**config.mk**
```make
export PLATFORM = sky130hd
export DESIGN_NAME = ldm_stm_seq
export DESIGN_NICKNAME = d
export VERILOG_FILES = /design/src/rtl/cm0_pkg.sv /design/src/rtl/ldm_stm_seq_list_pick.sv /design/src/rtl/ldm_stm_seq.sv
export SDC_FILE = /design/constraint.sdc
export NUM_CORES = 1
export LEC_CHECK = 0
export BUFFER_PORTS_ARGS = -buffer_cell sky130_fd_sc_hd__buf_2
export CAP_MARGIN = 20
export CELL_PAD_IN_SITES_DETAIL_PLACEMENT = 0
export CELL_PAD_IN_SITES_GLOBAL_PLACEMENT = 2
export CORE_MARGIN = 2
export CORE_UTILIZATION = 30
export CTS_CLUSTER_SIZE = 28
export DETAILED_ROUTE_END_ITERATION = 12
export PLACE_DENSITY_LB_ADDON = 0.1
export SLEW_MARGIN = 5
export SYNTH_ARGS = -nofsm -noshare
export SYNTH_HDL_FRONTEND = slang
export SYNTH_HIERARCHICAL = 1
export SYNTH_SLANG_ARGS = --single-unit
```
**constraint.sdc**
```tcl
create_clock -name clk -period 8.6 [get_ports clk]
set_input_delay 0.86 -clock clk [delete_from_list [all_inputs] [get_ports clk]]
set_output_delay 0.86 -clock clk [all_outputs]
set_load 0.05 [all_outputs]
```
**src/rtl/cm0_pkg.sv**
```systemverilog
// Shared definitions for the Cortex-M0 load/store-multiple sequencer.
package cm0_pkg;

  localparam int unsigned LIST_W = 10;

  localparam logic [3:0] REG_SP = 4'd13;
  localparam logic [3:0] REG_LR = 4'd14;
  localparam logic [3:0] REG_PC = 4'd15;

  typedef enum logic [1:0] {
    OP_STM  = 2'b00,
    OP_LDM  = 2'b01,
    OP_PUSH = 2'b10,
    OP_POP  = 2'b11
  } op_e;

  typedef enum logic [2:0] {
    ST_IDLE,
    ST_CALC,
    ST_XFER,
    ST_WB,
    ST_DONE
  } state_e;

  // List bit position -> architectural register index (bit 8 = LR, bit 9 = PC).
  function automatic logic [3:0] list_bit_to_reg(input int unsigned pos);
    if (pos < 8) begin
      return 4'(pos);
    end else if (pos == 8) begin
      return REG_LR;
    end else begin
      return REG_PC;
    end
  endfunction

  function automatic logic op_is_load(input op_e op);
    return (op == OP_LDM) || (op == OP_POP);
  endfunction

endpackage

```
**src/rtl/ldm_stm_seq_list_pick.sv**
```systemverilog
// Combinational register-list helper: lowest set entry, remainder, popcount.
module list_pick #(
  parameter int unsigned LIST_W = cm0_pkg::LIST_W
) (
  input  logic [LIST_W-1:0] list_i,
  output logic [3:0]        idx_o,
  output logic [LIST_W-1:0] rest_o,
  output logic [3:0]        cnt_o
);
  import cm0_pkg::*;

  logic found;

  // Scan from bit 0 upward: first hit is the next register, all hits are counted.
  always_comb begin
    found  = 1'b0;
    idx_o  = '0;
    rest_o = list_i;
    cnt_o  = '0;
    for (int unsigned i = 0; i < LIST_W; i++) begin
      if (list_i[i]) begin
        cnt_o = cnt_o + 4'd1;
        if (!found) begin
          found     = 1'b1;
          idx_o     = list_bit_to_reg(i);
          rest_o[i] = 1'b0;
        end
      end
    end
  end

endmodule

```
**src/rtl/ldm_stm_seq.sv**
```systemverilog
// LDM/STM/PUSH/POP sequencer: walks the register list one word per memory
// handshake, then writes back the updated base register.
module ldm_stm_seq #(
  parameter int unsigned LIST_W = cm0_pkg::LIST_W,
  parameter int unsigned ADDR_W = 32
) (
  input  logic              clk,
  input  logic              rst_n,
  input  logic              start,
  input  logic [1:0]        op,
  input  logic [LIST_W-1:0] list,
  input  logic [3:0]        rn_idx,
  input  logic [ADDR_W-1:0] rn_val,
  output logic              mem_req,
  output logic              mem_we,
  output logic [ADDR_W-1:0] mem_addr,
  output logic [ADDR_W-1:0] mem_wdata,
  input  logic              mem_ack,
  input  logic              mem_err,
  input  logic [ADDR_W-1:0] mem_rdata,
  output logic [3:0]        rf_raddr,
  input  logic [ADDR_W-1:0] rf_rdata,
  output logic              rf_we,
  output logic [3:0]        rf_waddr,
  output logic [ADDR_W-1:0] rf_wdata,
  output logic              pc_load,
  output logic              busy,
  output logic              done,
  output logic              err
);
  import cm0_pkg::*;

  state_e            state_q, state_d;
  op_e               op_q, op_d;
  logic [LIST_W-1:0] list_q, list_d;
  logic [3:0]        rn_idx_q, rn_idx_d;
  logic [ADDR_W-1:0] rn_val_q, rn_val_d;
  logic [ADDR_W-1:0] addr_q, addr_d;
  logic [ADDR_W-1:0] wb_q, wb_d;
  logic              err_q, err_d;
  logic              skip_wb_q, skip_wb_d;

  logic [3:0]        pick_idx;
  logic [LIST_W-1:0] pick_rest;
  logic [3:0]        pick_cnt;
  logic [ADDR_W-1:0] offset;

  list_pick #(
    .LIST_W (LIST_W)
  ) u_list_pick (
    .list_i (list_q),
    .idx_o  (pick_idx),
    .rest_o (pick_rest),
    .cnt_o  (pick_cnt)
  );

  assign offset    = ADDR_W'({pick_cnt, 2'b00});
  assign mem_wdata = rf_rdata;

  // State and datapath registers with synchronous active-low reset.
  always_ff @(posedge clk) begin
    if (!rst_n) begin
      state_q   <= ST_IDLE;
      op_q      <= OP_STM;
      list_q    <= '0;
      rn_idx_q  <= '0;
      rn_val_q  <= '0;
      addr_q    <= '0;
      wb_q      <= '0;
      err_q     <= 1'b0;
      skip_wb_q <= 1'b0;
    end else begin
      state_q   <= state_d;
      op_q      <= op_d;
      list_q    <= list_d;
      rn_idx_q  <= rn_idx_d;
      rn_val_q  <= rn_val_d;
      addr_q    <= addr_d;
      wb_q      <= wb_d;
      err_q     <= err_d;
      skip_wb_q <= skip_wb_d;
    end
  end

  // Next-state and output decode.
  always_comb begin
    state_d   = state_q;
    op_d      = op_q;
    list_d    = list_q;
    rn_idx_d  = rn_idx_q;
    rn_val_d  = rn_val_q;
    addr_d    = addr_q;
    wb_d      = wb_q;
    err_d     = err_q;
    skip_wb_d = skip_wb_q;

    mem_req   = 1'b0;
    mem_we    = 1'b0;
    mem_addr  = '0;
    rf_raddr  = '0;
    rf_we     = 1'b0;
    rf_waddr  = '0;
    rf_wdata  = '0;
    pc_load   = 1'b0;
    busy      = 1'b0;
    done      = 1'b0;
    err       = 1'b0;

    unique case (state_q)
      ST_IDLE: begin
        if (start) begin
          op_d      = op_e'(op);
          list_d    = list;
          rn_idx_d  = rn_idx;
          rn_val_d  = rn_val;
          err_d     = 1'b0;
          // The list bit is cleared as it is walked, so decide LDM
          // writeback suppression from the original list here.
          skip_wb_d = (op_e'(op) == OP_LDM) && !rn_idx[3] && list[rn_idx[2:0]];
          state_d   = (list == '0) ? ST_DONE : ST_CALC;
        end
      end

      ST_CALC: begin
        busy    = 1'b1;
        addr_d  = (op_q == OP_PUSH) ? rn_val_q - offset : rn_val_q;
        wb_d    = (op_q == OP_PUSH) ? rn_val_q - offset : rn_val_q + offset;
        state_d = ST_XFER;
      end

      ST_XFER: begin
        busy     = 1'b1;
        mem_req  = 1'b1;
        mem_we   = !op_is_load(op_q);
        mem_addr = addr_q;
        rf_raddr = op_is_load(op_q) ? 4'd0 : pick_idx;
        if (mem_ack) begin
          if (mem_err) begin
            err_d   = 1'b1;
            state_d = ST_DONE;
          end else begin
            list_d = pick_rest;
            addr_d = addr_q + ADDR_W'(4);
            if (op_is_load(op_q)) begin
              rf_we    = 1'b1;
              rf_waddr = pick_idx;
              rf_wdata = mem_rdata;
              pc_load  = (pick_idx == REG_PC);
            end
            if (pick_rest == '0) begin
              state_d = ST_WB;
            end
          end
        end
      end

      ST_WB: begin
        busy = 1'b1;
        if (!skip_wb_q) begin
          rf_we    = 1'b1;
          rf_waddr = rn_idx_q;
          rf_wdata = wb_q;
        end
        state_d = ST_DONE;
      end

      ST_DONE: begin
        done    = 1'b1;
        err     = err_q;
        state_d = ST_IDLE;
      end

      default: state_d = ST_IDLE;
    endcase
  end

endmodule

```
==> results by group <==
Outcome
  • Status: completed

Timing
  • Crit share post-route: 86.9%
  • Tightest Pin Transition: 0.917 ns
  • Unrepaired setup endpoints after global routing: false
  • Max Clock Skew: 0.0162 ns
  • Final TNS setup: 0 ns
  • Final hold violation count: 0
  • Setup Viol. Count Final: 0
  • Fmax: 134 MHz
  • Worst hold slack: 0.457 ns
  • Crit path time final: 7.48 ns
  • Slew HR: 38.3%
  • Final count of pins violating max slew: 0

Setup path
  • WP data required: 8.88 ns
  • Critical Path Max Stage Delay: 0.65 ns
  • Most used cell, CP: ha_1
  • Worst reg2reg startpoint: list_q[0]
  • Worst setup startpoint: list_q[0]
  • Number of cells on the worst reg-to-reg path: 30
  • Max FO, Critical Path: 9
  • Critical path class: flip-flop to flip-flop
  • FF-to-FF End: addr_q[27]
  • Worst setup SP type: flip-flop
  • Crit path DAT: 7.76 ns
  • Worst path slowest cell: or3_1
  • Crit end category: flip-flop
  • Internal reg-to-reg setup slack: 1.12 ns

Synth
  • FF+latch count, synth: 117
  • Post-synth ARST share: 0%
  • Dominant combinational cell family by area after synthesis: simple AND/OR/NAND/NOR gates
  • Mapped Avg Cell Area: 7.30 um^2
  • Unique masters post-synth: 85
  • Adder-cell share of the synthesized area: 3.27%
  • Synth Area in Simple Gates: 30.6%
  • EDFF count, synth: 0
  • Post-synthesis mux area share: 2.35%
  • Post-synthesis xor/xnor area fraction: 5.49%
  • Syn Inst Count: 1,217
  • Synthesized area: 8890 um^2
  • Ys Warns: 6
  • Synth Net Count: 1,356
  • Compound-Gate Fraction of Synth Area: 23.1%
  • Main flop type after synthesis: dfxtp_1
  • Seq/Total Area, Yosys: 26.3%

Detailed routing
  • Via count: 9,222
  • Drt total wl: 34,700 um
  • First-pass iteration count of the detailed router: 5
  • Number of antenna-violating nets in the routed design: 0
  • WL/cell: 20.7 um
  • Residual DRC: 0
  • DRT iter0 DRCs: 728
  • Vias per cell: 5.49

Clock network
  • CTS clock-pin slew for the worst setup and hold paths: 0.06 ns
  • Post-CTS Repair Setup Buffers: 0
  • Clock root cell: clkbuf_16
  • H-Tree Depth: 4
  • Hold Buf Count CTS: 0
  • Clock tree sinks: 117
  • Post-CTS Resized: 0
  • Total CTS buffers: 17
  • Clock Latency Late Sink: 0.43 ns
  • TritonCTS clock tree: yes
  • CTS max path bufs: 2

Floorplan
  • Number of I/O pins: 228
  • Die width: 176 um
  • Die ar.: 31,000 um^2
  • Row Count: 63
  • Die Span Y: 176 um
  • Initial Util: 30.2%
  • Core box area: 29,400 um^2

Pwr
  • Static leakage: 0.00413 uW
  • Power per cell area: 263 nW/um^2
  • Peak VDD IR: 0.126 mV

Layout
  • Area Overhead vs Synth: 16.2%
  • Share of layout cells above drive strength 1: 19.4%
  • Ant diodes: 0
  • NumNets Final: 1,415
  • Filler Cell Count: 3,194

Placed design
  • DP HPWL: 24,400 um
  • I/O Buffers: 163
  • GPL Wtd Cong: 0.811

Worst hold path
  • Tightest Hold Check Type: flip-flop to flip-flop
  • Hold Path End: rn_val_q[1]
  • Hold-critical path depth: 2
  • Min-Delay Startpoint: rn_val_q[1]

Global routing
  • GRT Total Usage: 22.2%
  • Gr ovfl total: 0
  • First-pass GRT wire length: 53,300 um
  • Initial antenna violation count: 0
  • Largest net degree at the start of global routing: 71
  • Vias in the first global route: 8,626

Job
  • MaxCap Viol Count: 0
## metal layers
layer	vias up	track usage [%]	part of all wire, %
met5	-	0	0
met4	0	4.61	0.89
met3	27	3.42	4.5
met2	262	32.4	42
met1	4446	34.0	53
li1	4487	-	-
## state kept, by name, indices dropped and copies added, names as in the netlist
signal	cells
addr_q	32
err_q	1
list_q	10
op_q	2
rn_idx_q	4
rn_val_q	32
skip_wb_q	1
state_q	3
wb_q	32
## cells in the final DEF, fill, tap and decap left out, drive strengths merged, types with 4 or more instances in the layout
cell type and n:
a211oi 11, a21o 6, a21oi 91, a22o 37
a311oi 14, a31o 6, a31oi 15, and2 15
and3 36, buf 180, bufinv 5, clkbuf 19
dfxtp 117, ha 20, inv 27, mux2i 13
nand2 181, nand2b 11, nand3 63, nand3b 5
nand4 19, nand4b 6, nor2 87, nor2b 11
nor3 33, nor4 19, o211ai 17, o21a 7
o21ai 39, o221ai 5, o311ai 4, o31a 6
o31ai 6, o32ai 5, or2 9, or3 24
or4 9, xnor2 26, xor2 25
## final cells by class
| cell class | count | area, um^2 | area share (%) |
|---|---|---|---|
| Clock buffer | 19 | 453 | 4.38 |
| Tap cell | 390 | 488 | 4.72 |
| Timing Repair Buffer | 180 | 943 | 9.13 |
| Inverter | 24 | 92.6 | 0.896 |
| Multi-Input combinational cell | 936 | 5800 | 56.1 |
| Sequential cell | 117 | 2340 | 22.7 |
| Clock inverter | 13 | 218 | 2.11 |
## Yosys cell counts, types with 7 or more instances
library cell    n  area (um^2)
dfxtp_1       117         2340
a31oi_1        15         93.8
a22o_1         37          324
a21oi_1        91          455
buf_1          13         48.8
o21ai_0        38          190
and2_1         15         93.8
xnor2_1        25          219
and3_1         36          225
buf_4          34          255
o211ai_1       17          128
nor2_1         87          327
nor4_1         19          119
a211oi_1       11         82.6
or4_1           8         60.1
xor2_1         25          219
nand3_1        63          315
nand2b_1       11         68.8
inv_1          22         82.6
ha_1           20          250
mux2i_1        13          130
or2_2           8         50.1
nor3_1         28          140
nand2_1       181          679
nor2b_1        11         68.8
nand4_1        19          119
a311oi_1       14          123
o21a_1          7         52.6
clkbuf_1       83          312
or3_1          23          144
## where the power goes
group          internal, uW  switching, uW  leakage, uW
clock                   535            307     0.000321
sequential              609            118     0.000955
combinational           410            742      0.00285
total                  1550           1170      0.00413
## kinds of logic after synthesis
| kind of cell | count (synthesis) |
|---|---|
| adders and majority gates | 22 |
| AOI/OAI and AO/OA | 301 |
| muxes | 18 |
| DFF | 117 |
| other | 1 |
| xor gates and xnor gates | 52 |
| and+or+nand+nor | 542 |
| buffers and inverters | 164 |
## through the flow
step | worst slack, ns | cell area (um^2) | util (%) | std cells | power (uW)
global route | 0.527 | 10300 | 35.1 | 1679 | 2910
global placement | 1.37 | 9660 | 32.9 | 1647 | 1890
detailed placement | 1.21 | 9660 | 32.9 | 1647 | 1880
finish | 1.12 | 10300 | 35.1 | 1679 | 2720
floorplan | 2.19 | 8890 | - | 1217 | 1580
CTS | 1.19 | 10300 | 35.1 | 1679 | 2730
## worst max path at each step
stage / to / slack, ns / cells past startpoint
floorplan: addr_q[27] / 2.19 / 33
global placement: wb_q[28] / 1.37 / 31
detailed placement: wb_q[28] / 1.21 / 31
CTS: wb_q[28] / 1.19 / 31
global route: wb_q[28] / 0.53 / 31
finish: addr_q[27] / 1.12 / 30
## critical path: cells and delay by family (launching register included)
kind	cells	cell delay [ns]
and+or+nand+nor	6	1.59
muxes	1	0.19
AOI/OAI and AO/OA	10	1.92
adders and majority gates	5	1.77
xor gates and xnor gates	4	1.05
DFF	1	0.38
buffers and inverters	4	0.40
(Power assumes the default switching activity.)
